`src/rtl/fwd_scoreboard.sv`:
```
// fwd_scoreboard
//
// Forwarding and stall unit that sits beside the D stage. It keeps a small
// scoreboard of in-flight register writes (one slot per downstream stage,
// slot 0 = E, 1 = M, 2 = W). Each slot remembers whether it writes a
// register, which register, and how many cycles remain until the value is
// ready (tnew). For every read port the newest matching producer is found.
// From that match the unit either forwards the stage value, leaves the
// register-file value in place, or requests a stall.
//
// Optional feature macro: FWD_PERF_CNT_EN
//   When defined, the saturating performance counters stall_cnt and fwd_cnt
//   are added as outputs. When undefined, those ports and registers do not
//   exist.
//
// Parameters:
//   WIDTH  data width
//   AW     register-address width
//   NREAD  number of read ports
//   DEPTH  number of tracked producer stages
//   TW     Tnew/Tuse field width
//
// Ports:
//   clk          rising-edge clock
//   reset        asynchronous active-high reset, clears every slot
//   flush        synchronous, invalidates every slot at the next edge
//   issue_valid  D-stage instruction writes a register
//   issue_addr   its destination register
//   issue_tnew   cycles from entering E until its result is ready
//   stage_data   value held in stage k at [k*WIDTH +: WIDTH]
//   rd_addr      source register per read port
//   rd_tuse      cycles until each port needs its value
//   rd_orig      register-file read value per port
//   rd_data      forwarded or original value per port
//   stall        freeze PC and F/D, insert a bubble into E
//   stall_cnt    (FWD_PERF_CNT_EN only) cycles with stall asserted
//   fwd_cnt      (FWD_PERF_CNT_EN only) cycles with at least one forward

module fwd_scoreboard #(
    parameter int WIDTH = 32,
    parameter int AW    = 5,
    parameter int NREAD = 2,
    parameter int DEPTH = 3,
    parameter int TW    = 2
) (
    input  logic                   clk,
    input  logic                   reset,
    input  logic                   flush,
    input  logic                   issue_valid,
    input  logic [AW-1:0]          issue_addr,
    input  logic [TW-1:0]          issue_tnew,
    input  logic [DEPTH*WIDTH-1:0] stage_data,
    input  logic [NREAD*AW-1:0]    rd_addr,
    input  logic [NREAD*TW-1:0]    rd_tuse,
    input  logic [NREAD*WIDTH-1:0] rd_orig,
    output logic [NREAD*WIDTH-1:0] rd_data,
    output logic                   stall
`ifdef FWD_PERF_CNT_EN
    ,
    output logic [15:0]            stall_cnt,
    output logic [15:0]            fwd_cnt
`endif
);

    // Scoreboard slots, index 0 is the youngest (E stage).
    logic [DEPTH-1:0] slot_valid;
    logic [AW-1:0]    slot_addr [DEPTH];
    logic [TW-1:0]    slot_tnew [DEPTH];

    // Per-port match information.
    logic [NREAD-1:0] port_hit;
    logic [TW-1:0]    hit_tnew [NREAD];
    logic [WIDTH-1:0] hit_data [NREAD];

    // Per-port decisions.
    logic [NREAD-1:0] port_stall;
    logic [NREAD-1:0] port_fwd;

    // Whether the D-stage instruction is entered into slot 0 this cycle.
    // Register 0 is never tracked, and a stalled instruction becomes a bubble.
    logic issue_track;

    // Find the newest matching producer for each port. The slots are walked
    // from oldest to youngest so that a younger match overwrites an older
    // one. Older matches are therefore shadowed even when they are ready.
    always_comb begin
        port_hit = '0;
        for (int p = 0; p < NREAD; p++) begin
            hit_tnew[p] = '0;
            hit_data[p] = '0;
            for (int k = DEPTH - 1; k >= 0; k--) begin
                if (slot_valid[k] &&
                    (slot_addr[k] == rd_addr[p*AW +: AW]) &&
                    (slot_addr[k] != '0)) begin
                    port_hit[p] = 1'b1;
                    hit_tnew[p] = slot_tnew[k];
                    hit_data[p] = stage_data[k*WIDTH +: WIDTH];
                end
            end
        end
    end

    // Turn each match into an action. A ready producer is forwarded. A
    // producer that will not be ready by the consumer's Tuse stalls. A
    // producer that will be ready in time keeps rd_orig, because a later
    // stage forward delivers the real value.
    always_comb begin
        rd_data    = rd_orig;
        port_stall = '0;
        port_fwd   = '0;
        for (int p = 0; p < NREAD; p++) begin
            if (port_hit[p]) begin
                if (hit_tnew[p] == '0) begin
                    rd_data[p*WIDTH +: WIDTH] = hit_data[p];
                    port_fwd[p]               = 1'b1;
                end else if (hit_tnew[p] > rd_tuse[p*TW +: TW]) begin
                    port_stall[p] = 1'b1;
                end
            end
        end
    end

    assign stall       = |port_stall;
    assign issue_track = issue_valid & ~stall & (issue_addr != '0);

    // Advance the scoreboard one stage per cycle. tnew counts down as the
    // producer moves and stays at zero once the value is ready. Flush wins
    // over everything else and leaves every slot empty, including slot 0.
    // Only the valid bits need flushing. Address and tnew of an invalid slot
    // are never looked at.
    always_ff @(posedge clk or posedge reset) begin
        if (reset) begin
            slot_valid <= '0;
            for (int k = 0; k < DEPTH; k++) begin
                slot_addr[k] <= '0;
                slot_tnew[k] <= '0;
            end
        end else begin
            slot_valid[0] <= issue_track & ~flush;
            slot_addr[0]  <= issue_addr;
            slot_tnew[0]  <= issue_tnew;
            for (int k = 1; k < DEPTH; k++) begin
                slot_valid[k] <= slot_valid[k-1] & ~flush;
                slot_addr[k]  <= slot_addr[k-1];
                slot_tnew[k]  <= (slot_tnew[k-1] == '0) ? '0
                                                        : slot_tnew[k-1] - TW'(1);
            end
        end
    end

`ifdef FWD_PERF_CNT_EN
    // Saturating performance counters. Only reset clears them. A flush is
    // normal pipeline activity and must not hide the stalls that caused it.
    always_ff @(posedge clk or posedge reset) begin
        if (reset) begin
            stall_cnt <= '0;
            fwd_cnt   <= '0;
        end else begin
            if (stall && (stall_cnt != 16'hFFFF)) begin
                stall_cnt <= stall_cnt + 16'd1;
            end
            if ((|port_fwd) && (fwd_cnt != 16'hFFFF)) begin
                fwd_cnt <= fwd_cnt + 16'd1;
            end
        end
    end
`endif

endmodule

```
`config.mk`:
```
export PLATFORM = sky130hd
export DESIGN_NAME = fwd_scoreboard
export DESIGN_NICKNAME = d
export VERILOG_FILES = /design/src/rtl/fwd_scoreboard.sv
export SDC_FILE = /design/constraint.sdc
export NUM_CORES = 1
export LEC_CHECK = 0
export ABC_AREA = 1
export CAP_MARGIN = 25
export CORE_AREA = 5 5 94 96
export DETAILED_ROUTE_END_ITERATION = 10
export DIE_AREA = 0 0 99 101
export DONT_BUFFER_PORTS = 1
export GPL_TIMING_DRIVEN = 0
export PLACE_DENSITY = 0.66
export SLEW_MARGIN = 5
export SYNTH_ARGS = -nofsm -noshare
export SYNTH_HDL_FRONTEND = slang
export SYNTH_SLANG_ARGS = --single-unit
```
`constraint.sdc`:
```
create_clock -name clk -period 3 [get_ports clk]
set_input_delay 0.6 -clock clk [delete_from_list [all_inputs] [get_ports clk]]
set_output_delay 0.6 -clock clk [all_outputs]
set_load 0.03 [all_outputs]
```
Word-level counts from Yosys, hierarchy flattened
Index checks and enable logic that the tools add are counted.

Flip-flop bits (word level): 24. Input port bits: 185. Output and inout bits: 65. Logic and storage cells: 75.

Add/subtract/negate cells: 2. Order comparisons: 2. Eq/ne operators: 6. Mux-type cells: 30. Bitwise operators: 7. Reductions and logical operators: 21.

Operators with widths (count): $mux 32 (10); $eq 5x5->1 (6); $reduce_bool 5->1 (4); $mux 2 (8); $logic_and 1x1->1 (12); $mux 1 (12); $logic_not 2->1 (4); $and 1x1->1 (5); $gt 2x2->1 (2); $sub 2x1->2 const B (2); $not 1->1 (2); $reduce_or 2->1 (1).

Depth between registers and ports, before layout
Gate-level depths: netlist of the first run.

Depth after elaboration: 15. Depth in mapped cells: 18. Gate-level depth less buffers: 18.

Worst setup path before layout of the first run
No wires, ideal clock.

Kind: input -> output. Start point: in rd_addr[1]. End point: out stall. Arrival: 2092 ps. Required time: 2400 ps. Slack: 308 ps. Stages: 16. Path buffers: 1. Cell sequence: inv_1 nand2_1 nand2_1 inv_1 nand2_1 nor2_2 nand2_1 buf_4 nand3_2 nand3_2 inv_1 ha_1 a21oi_1 a21oi_1 nand2_1 nand2_1.

Word-level cells in the longest chain between the ends: 11. Elaborated cells on any way between the ends: 21. Classes of those cells: 1 x order compare; 3 x eq/ne; 9 x mux; 8 x reduce/logical.

Ends and longest elaborated chain: start: declaration (line 53) `input logic [NREAD*AW-1:0] rd_addr,`; $eq 5x5->1 (line 93) `(slot_addr[k] == rd_addr[p*AW +: AW]) &&`; $logic_and 1x1->1 (line 92) `if (slot_valid[k] &&`; $logic_and 1x1->1 (line 93); $mux 2 (3 in series) (line 92); $gt 2x2->1 (line 116) `end else if (hit_tnew[p] > rd_tuse[p*TW +: TW]) begin`; $mux 1 (line 116); $mux 1 (line 113) `if (hit_tnew[p] == '0) begin`; $mux 1 * (line 112) `if (port_hit[p]) begin`; $reduce_or 2->1 * (line 123) `assign stall = |port_stall;`; end: declaration (line 57) `output logic stall`.

Mark *: on every way between the ends. The rest lies on a longest branch, timed or not.

Worst setup path after layout of the first run
Start point: reg slot_addr[13] (netlist name). End point: out rd_data[60].

Word-level cells in the longest chain between the ends: 7. Elaborated cells on any way between the ends: 10. Classes of those cells: 1 x eq/ne; 5 x mux; 4 x reduce/logical.

Ends and longest elaborated chain: start: declaration (line 67) `logic [AW-1:0] slot_addr [DEPTH];`; start signal: indexed assignment (line 144) `slot_addr[k] <= slot_addr[k-1];`; $eq 5x5->1 (line 93); $logic_and 1x1->1 (line 92); $logic_and 1x1->1 * (line 93); $mux 2 (line 92); $logic_not 2->1 (line 113); $mux 32 (line 113); $mux 32 * (line 112); end: declaration (line 56) `output logic [NREAD*WIDTH-1:0] rd_data,`.

Marks and branches as above.

==> results.toml, run 1 <==
[global_route]
gr-total-overflow = 0
use_met3 = 0.0740
antenna_found_initial = 0
top_usage_layer = "met2"
grt_start_max_net_pins = 25
grtUsageTotal = 0.307
grt_first_pass_wirelength_mm = 24.7
grt_use_met2 = 0.511
met1_usage = 0.374
grt_pass1_vias = 4729

[critical_path]
crit_required_ns = 2.40
cpMostUsedCell = "nand2_1"
crit_path_start_kind = "register"
crit_slowest_cell = "dfrtp_1"
cp_max_fo = 10
end_kind = "output pin"
criticalPathCategory = "reg -> out"
critPathArrivalTime_ns = 2.36
max_stage_delay_ns = 0.45
worstPathCellList = "inv_2 > nand2_1 > nand4_1 > nor2_4 > nand2_4 > nand2_1 > inv_1 > a21oi_4 > nand3_2 > buf_6 > o21ai_4"

[timing]
rsz0062_at_grt = "true"
fmax_ghz = 0.338
slew_violations = 0
hold_ws_ns = 0.342
setup_violations = 0
worstMarginPinSlew_ns = 0.879
period_minus_slack_ns = 2.96
fin_skew_ns = 0.0115
hold_viol = 0
finalCritPeriodShare = 0.987
fin_setup_tns_ns = 0
max_slew_margin = 0.413

[cts]
clk_latency_ns = 0.28
clockRootBuffer = "clkbuf_8"
clockBufferDepth = 2
cts.reportedPaths.clkPinSlew_ns = 0.09
cts_buffers = 3
clock_sinks = 24
cts_tree = "built"
ctsHoldBuffers = 0
htree_levels = 1

[routing]
drt_iter0_drc = 386
vias_per_cell = 6.06
dr_total_vias = 5149
wl_mm = 17.3
first_pass_iters = 5
drc = 0
routedWlPerCell_um = 20.3
ant_nets = 0

[yosys]
synth_compound_area_frac = 0.204
synth_ff_type = "dfrtp_1"
ys_seq_elements = 24
syn_nets = 911
seq_area_frac_synth = 0.160
avgSynthCellArea_um2 = 5.21
async_flop_share = 1.00
yosys.area_share.adder = 0.0133
netlist_area_um2 = 3760
synth_top_family_by_area = "simple AND/OR/NAND/NOR gates"
yosys-mux-area-fraction = 0
synthSimpleGateAreaFrac = 0.472
ys_types = 27
yosys.area_share.xor_xnor = 0.0186
synth_warnings = 0
synthCells = 722
synth_edf_count = 0

[final_layout]
fillerInstances = 784
final_common_cell = "nand2_1"
fin_cells = 849
nets = 934
drive_gt1_frac = 0.247
final_cell_mix = "nand2_1 (276), nor2_1 (54), inv_1 (47)"
antennaDiodeCount = 0
syn2layout_area_growth_pct = 28.7

[pwr]
irDropWorstVdd_uv = 322
p_leak_nw = 2.43
powerDensity_nw_per_um2 = 216

[floorplanning]
rows = 33
start_util = 0.472
die_w_um = 99
io_pins = 250
coreArea_um2 = 7970
die_area_um2 = 10000
die_y_um = 101

[job]
drv_cap = 0

[place]
place_hpwl_mm = 13.1
port_buffers = 0
gp_congestion = 0.944
dpl.cell_count = 827

[run_status]
outcome = "completed"

[min_path]
min_path_type = "in -> reg"
## synth_stat cells, types with 4 or more instances
cell      instances  area, um2
a21oi_1          10       50.1
a31oi_1          21        131
buf_2            12       60.1
buf_6             9        101
clkbuf_1         18       67.6
dfrtp_1          24        601
ha_1              4       50.1
inv_1            56        210
inv_2             9       33.8
nand2_1         323       1210
nand3_1          36        180
nor2_1           62        233
nor3_1           13       65.1
o21ai_0          36        180
o21ai_1          31        155
o22ai_1          31        194
xnor2_1           8       70.1
## critical path, delay by kind of cell (launching register included)
family,cells,cell delay (ns)
flip-flops,1,0.45
AO/OA/AOI/OAI,2,0.54
AND/OR/NAND/NOR,6,0.75
buffers and inverters,3,0.35
## metal layers
metal	vias to the layer above	wire length (um)
li1	2379	-
met1	2312	6280
met2	382	8300
met3	76	1870
met4	0	810
met5	-	0
## per-stage QoR
step,utilization,instance area (um2),power (mW),worst slack (ns)
3_5_place_dp,0.489,3890,0.678,-0.233
3_3_place_gp,0.489,3890,0.673,-0.228
6_report,0.608,4840,1.05,0.0380
4_1_cts,0.543,4330,0.996,-0.00518
2_1_floorplan,-,3760,0.630,0.308
5_1_grt,0.608,4840,1.10,-0.0756
## state kept, by name (all words and copies together), names as in the netlist
| name | cells |
|---|---|
| slot_addr | 15 |
| slot_tnew | 6 |
| slot_valid | 3 |
## layout make-up
cell class	count	area, um2	area share
Buffer	42	308	0.0636
Clock buffer	3	41.3	0.00853
Clock inverter	1	30.0	0.00620
Inverter	65	254	0.0525
Multi-Input combinational cell	592	3330	0.688
Sequential cell	24	601	0.124
Tap cell	105	131	0.0271
Timing Repair Buffer	17	145	0.0300
## path summary, 6_finish.rpt
path                                      endpoint  cells past startpoint  slack, ns                     from
min                         slot_tnew[5]$_DFF_PP0_                      0       0.34            issue_tnew[1]
max in group asynchronous   slot_addr[7]$_DFF_PP0_                      1       2.06                    reset
max reg2reg                slot_valid[0]$_DFF_PP0_                     15       0.78   slot_addr[7]$_DFF_PP0_
min in group asynchronous  slot_valid[0]$_DFF_PP0_                      1       0.39                    reset
max                                    rd_data[60]                     11       0.04  slot_addr[13]$_DFF_PP0_
min reg2reg                 slot_addr[5]$_DFF_PP0_                      0       0.41  slot_addr[10]$_DFF_PP0_
## timing repair
action	CTS	global route
endpoints found under the setup margin	64	65
setup buffers	0	16
pin swaps	3	30
gates resized for setup	88	111
cloned	0	3
## logic make-up (layout without fill, tap and decap cells)
group                    after synthesis  count (layout)
XOR/XNOR                               8               8
flip-flops                            24              24
buffers and inverters                108             128
AND/OR/NAND/NOR                      444             446
AO/OA/AOI/OAI                        134             134
adder cells (fa/ha/maj)                4               4
## where the power goes
part	leakage [nW]	total (mW)	internal, mW	switching [mW]
Clock	0.0357	0.286	0.179	0.107
Sequential	0.291	0.354	0.339	0.0150
Combinational	2.10	0.409	0.117	0.292
No activity file was read; power rests on OpenSTA's default activity.
==> run 2: changes to the inputs <==
--- a/config.mk
+++ b/config.mk
@@ -12,7 +12,6 @@
 export DIE_AREA = 0 0 99 101
 export DONT_BUFFER_PORTS = 1
 export GPL_TIMING_DRIVEN = 0
-export PLACE_DENSITY = 0.66
 export SLEW_MARGIN = 5
 export SYNTH_ARGS = -nofsm -noshare
 export SYNTH_HDL_FRONTEND = slang
==> results.toml, run 2 (synthesis results as in run 1) <==
[run_status]
outcome = "completed"

[global_route]
grtUsageTotal = 0.303
grt_pass1_vias = 4530
antenna_found_initial = 0
gr-total-overflow = 0
grt_start_max_net_pins = 25
grt_first_pass_wirelength_mm = 24.4

[routing]
ant_nets = 0
vias_per_cell = 5.90
drt_iter0_drc = 433
routedWlPerCell_um = 20.0
wl_mm = 16.8
first_pass_iters = 6
dr_total_vias = 4952
drc = 0

[timing]
slew_violations = 0
finalCritPeriodShare = 0.979
fin_skew_ns = 0.00336
rsz0062_at_grt = "true"
setup_violations = 0
period_minus_slack_ns = 2.94
max_slew_margin = 0.401
fmax_ghz = 0.340
fin_setup_tns_ns = 0
worstMarginPinSlew_ns = 0.897
hold_viol = 0

[critical_path]
startpoint = "slot_addr[7]$_DFF_PP0_"
crit_path_start_kind = "register"
critPathArrivalTime_ns = 2.34
cp_max_fo = 10
end_kind = "output pin"
criticalPathCategory = "reg -> out"
r2r-start = "slot_addr[7]$_DFF_PP0_"
rrSetupSlack_ns = 0.77
crit_required_ns = 2.40

[pwr]
powerDensity_nw_per_um2 = 202
irDropWorstVdd_uv = 349
p_leak_nw = 2.33
combPwrFrac = 0.418
p_switching_mw = 0.392
netSwitchingFraction = 0.422
clkPwrFrac = 0.201
power_mw = 0.928
intPower_mw = 0.536
seqPwrFrac = 0.381

[floorplanning]
io_pins = 250
die_y_um = 101
coreArea_um2 = 7970
die_w_um = 99
die_area_um2 = 10000
rows = 33
start_util = 0.472

[cts]
clock_sinks = 24
htree_levels = 1
cts_tree = "built"
clockRootBuffer = "clkbuf_8"
cts_buffers = 3
cts.reportedPaths.clkPinSlew_ns = 0.08
clk_latency_ns = 0.26
clockBufferDepth = 2

[final_layout]
drive_gt1_frac = 0.200
nets = 925
top_register = "slot_addr"
biggestRegsByFlops = "slot_addr: 15 flops, slot_tnew: 6 flops, slot_valid: 3 flops"
final_cell_mix = "nand2_1 (288), nor2_1 (55), inv_1 (52)"
fin_cells = 839
antennaDiodeCount = 0
largest_reg_flops = 15
final_common_cell = "nand2_1"
syn2layout_area_growth_pct = 22.2
fin_util = 0.577

[place]
port_buffers = 0
dpl.cell_count = 827
gp_congestion = 0.922
place_hpwl_mm = 13.0

[min_path]
hp-start = "issue_addr[4]"
min_path_type = "in -> reg"

[job]
drv_cap = 0
[run 2: cell count changes in the layout (fill, tap and decap cells not counted), sizes merged]
cell,delta
nand2,-1
buf,-5
clkinv,-2
bufinv,-1
clkbuf,-2
inv,+2
nand3,-1
[run 2: critical path, cell delays in order, from the launching register on]
cell,delay (ns)
dfrtp_1,0.39
buf_4,0.15
xnor2_1,0.14
nand2_1,0.11
nor2_4,0.12
nand2_2,0.10
buf_2,0.17
inv_1,0.06
buf_2,0.22
nand2_1,0.07
a31oi_1,0.23
nand2_1,0.08
nand2_1,0.24
[run 2: timing repair]
| action | 4_1_cts | 5_1_grt |
|---|---|---|
| pin swaps | 0 | 7 |
| setup buffers | 0 | 8 |
| gates cloned | 0 | 1 |
| endpoints found under the setup margin | 64 | 65 |
| resized for setup | 89 | 65 |
| hold buffers | 0 | 0 |
[run 2: through the flow]
stage	area (um2)	hold slack, ns	worst slack (ns)
finish	4600	0.355	0.0620
global route	4600	0.345	-0.0645
CTS	4350	0.356	-0.0228
detailed placement	3890	0.382	-0.166
global placement	3890	0.388	-0.161
floorplan	3760	0.374	0.308
[run 2: metal layers]
metal / up-vias / wire length [um] / global-route usage
met5: - / 0 / 0
met4: 0 / 694 / 0.0998
li1: 2346 / - / -
met2: 326 / 8250 / 0.532
met3: 66 / 1600 / 0.0554
met1: 2214 / 6210 / 0.373
[run 2: path summary, 6_finish.rpt]
check	depth (start not counted)	end
max in group asynchronous	1	slot_addr[14]$_DFF_PP0_
min reg2reg	0	slot_addr[5]$_DFF_PP0_
max	12	rd_data[4]
min in group asynchronous	1	slot_tnew[4]$_DFF_PP0_
max reg2reg	15	slot_valid[0]$_DFF_PP0_
min	0	slot_addr[14]$_DFF_PP0_
[run 2: final cells by class]
cell class                      instances  area, um2
Fill cell                             823       3370
Multi-Input combinational cell        590       3210
Sequential cell                        24        603
Buffer                                 43        300
Inverter                               65        249
Tap cell                              105        131
Timing Repair Buffer                    9       65.1
Clock buffer                            3       41.3
[run 2: power by group through the flow]
stage / Combinational, mW / Sequential (mW) / Clock [mW]
final: 0.388 / 0.354 / 0.186
after CTS: 0.365 / 0.353 / 0.190
after global placement: 0.315 / 0.359 / 0
after global routing: 0.416 / 0.357 / 0.201
after detailed placement: 0.318 / 0.360 / 0
after floorplan: 0.273 / 0.356 / 0
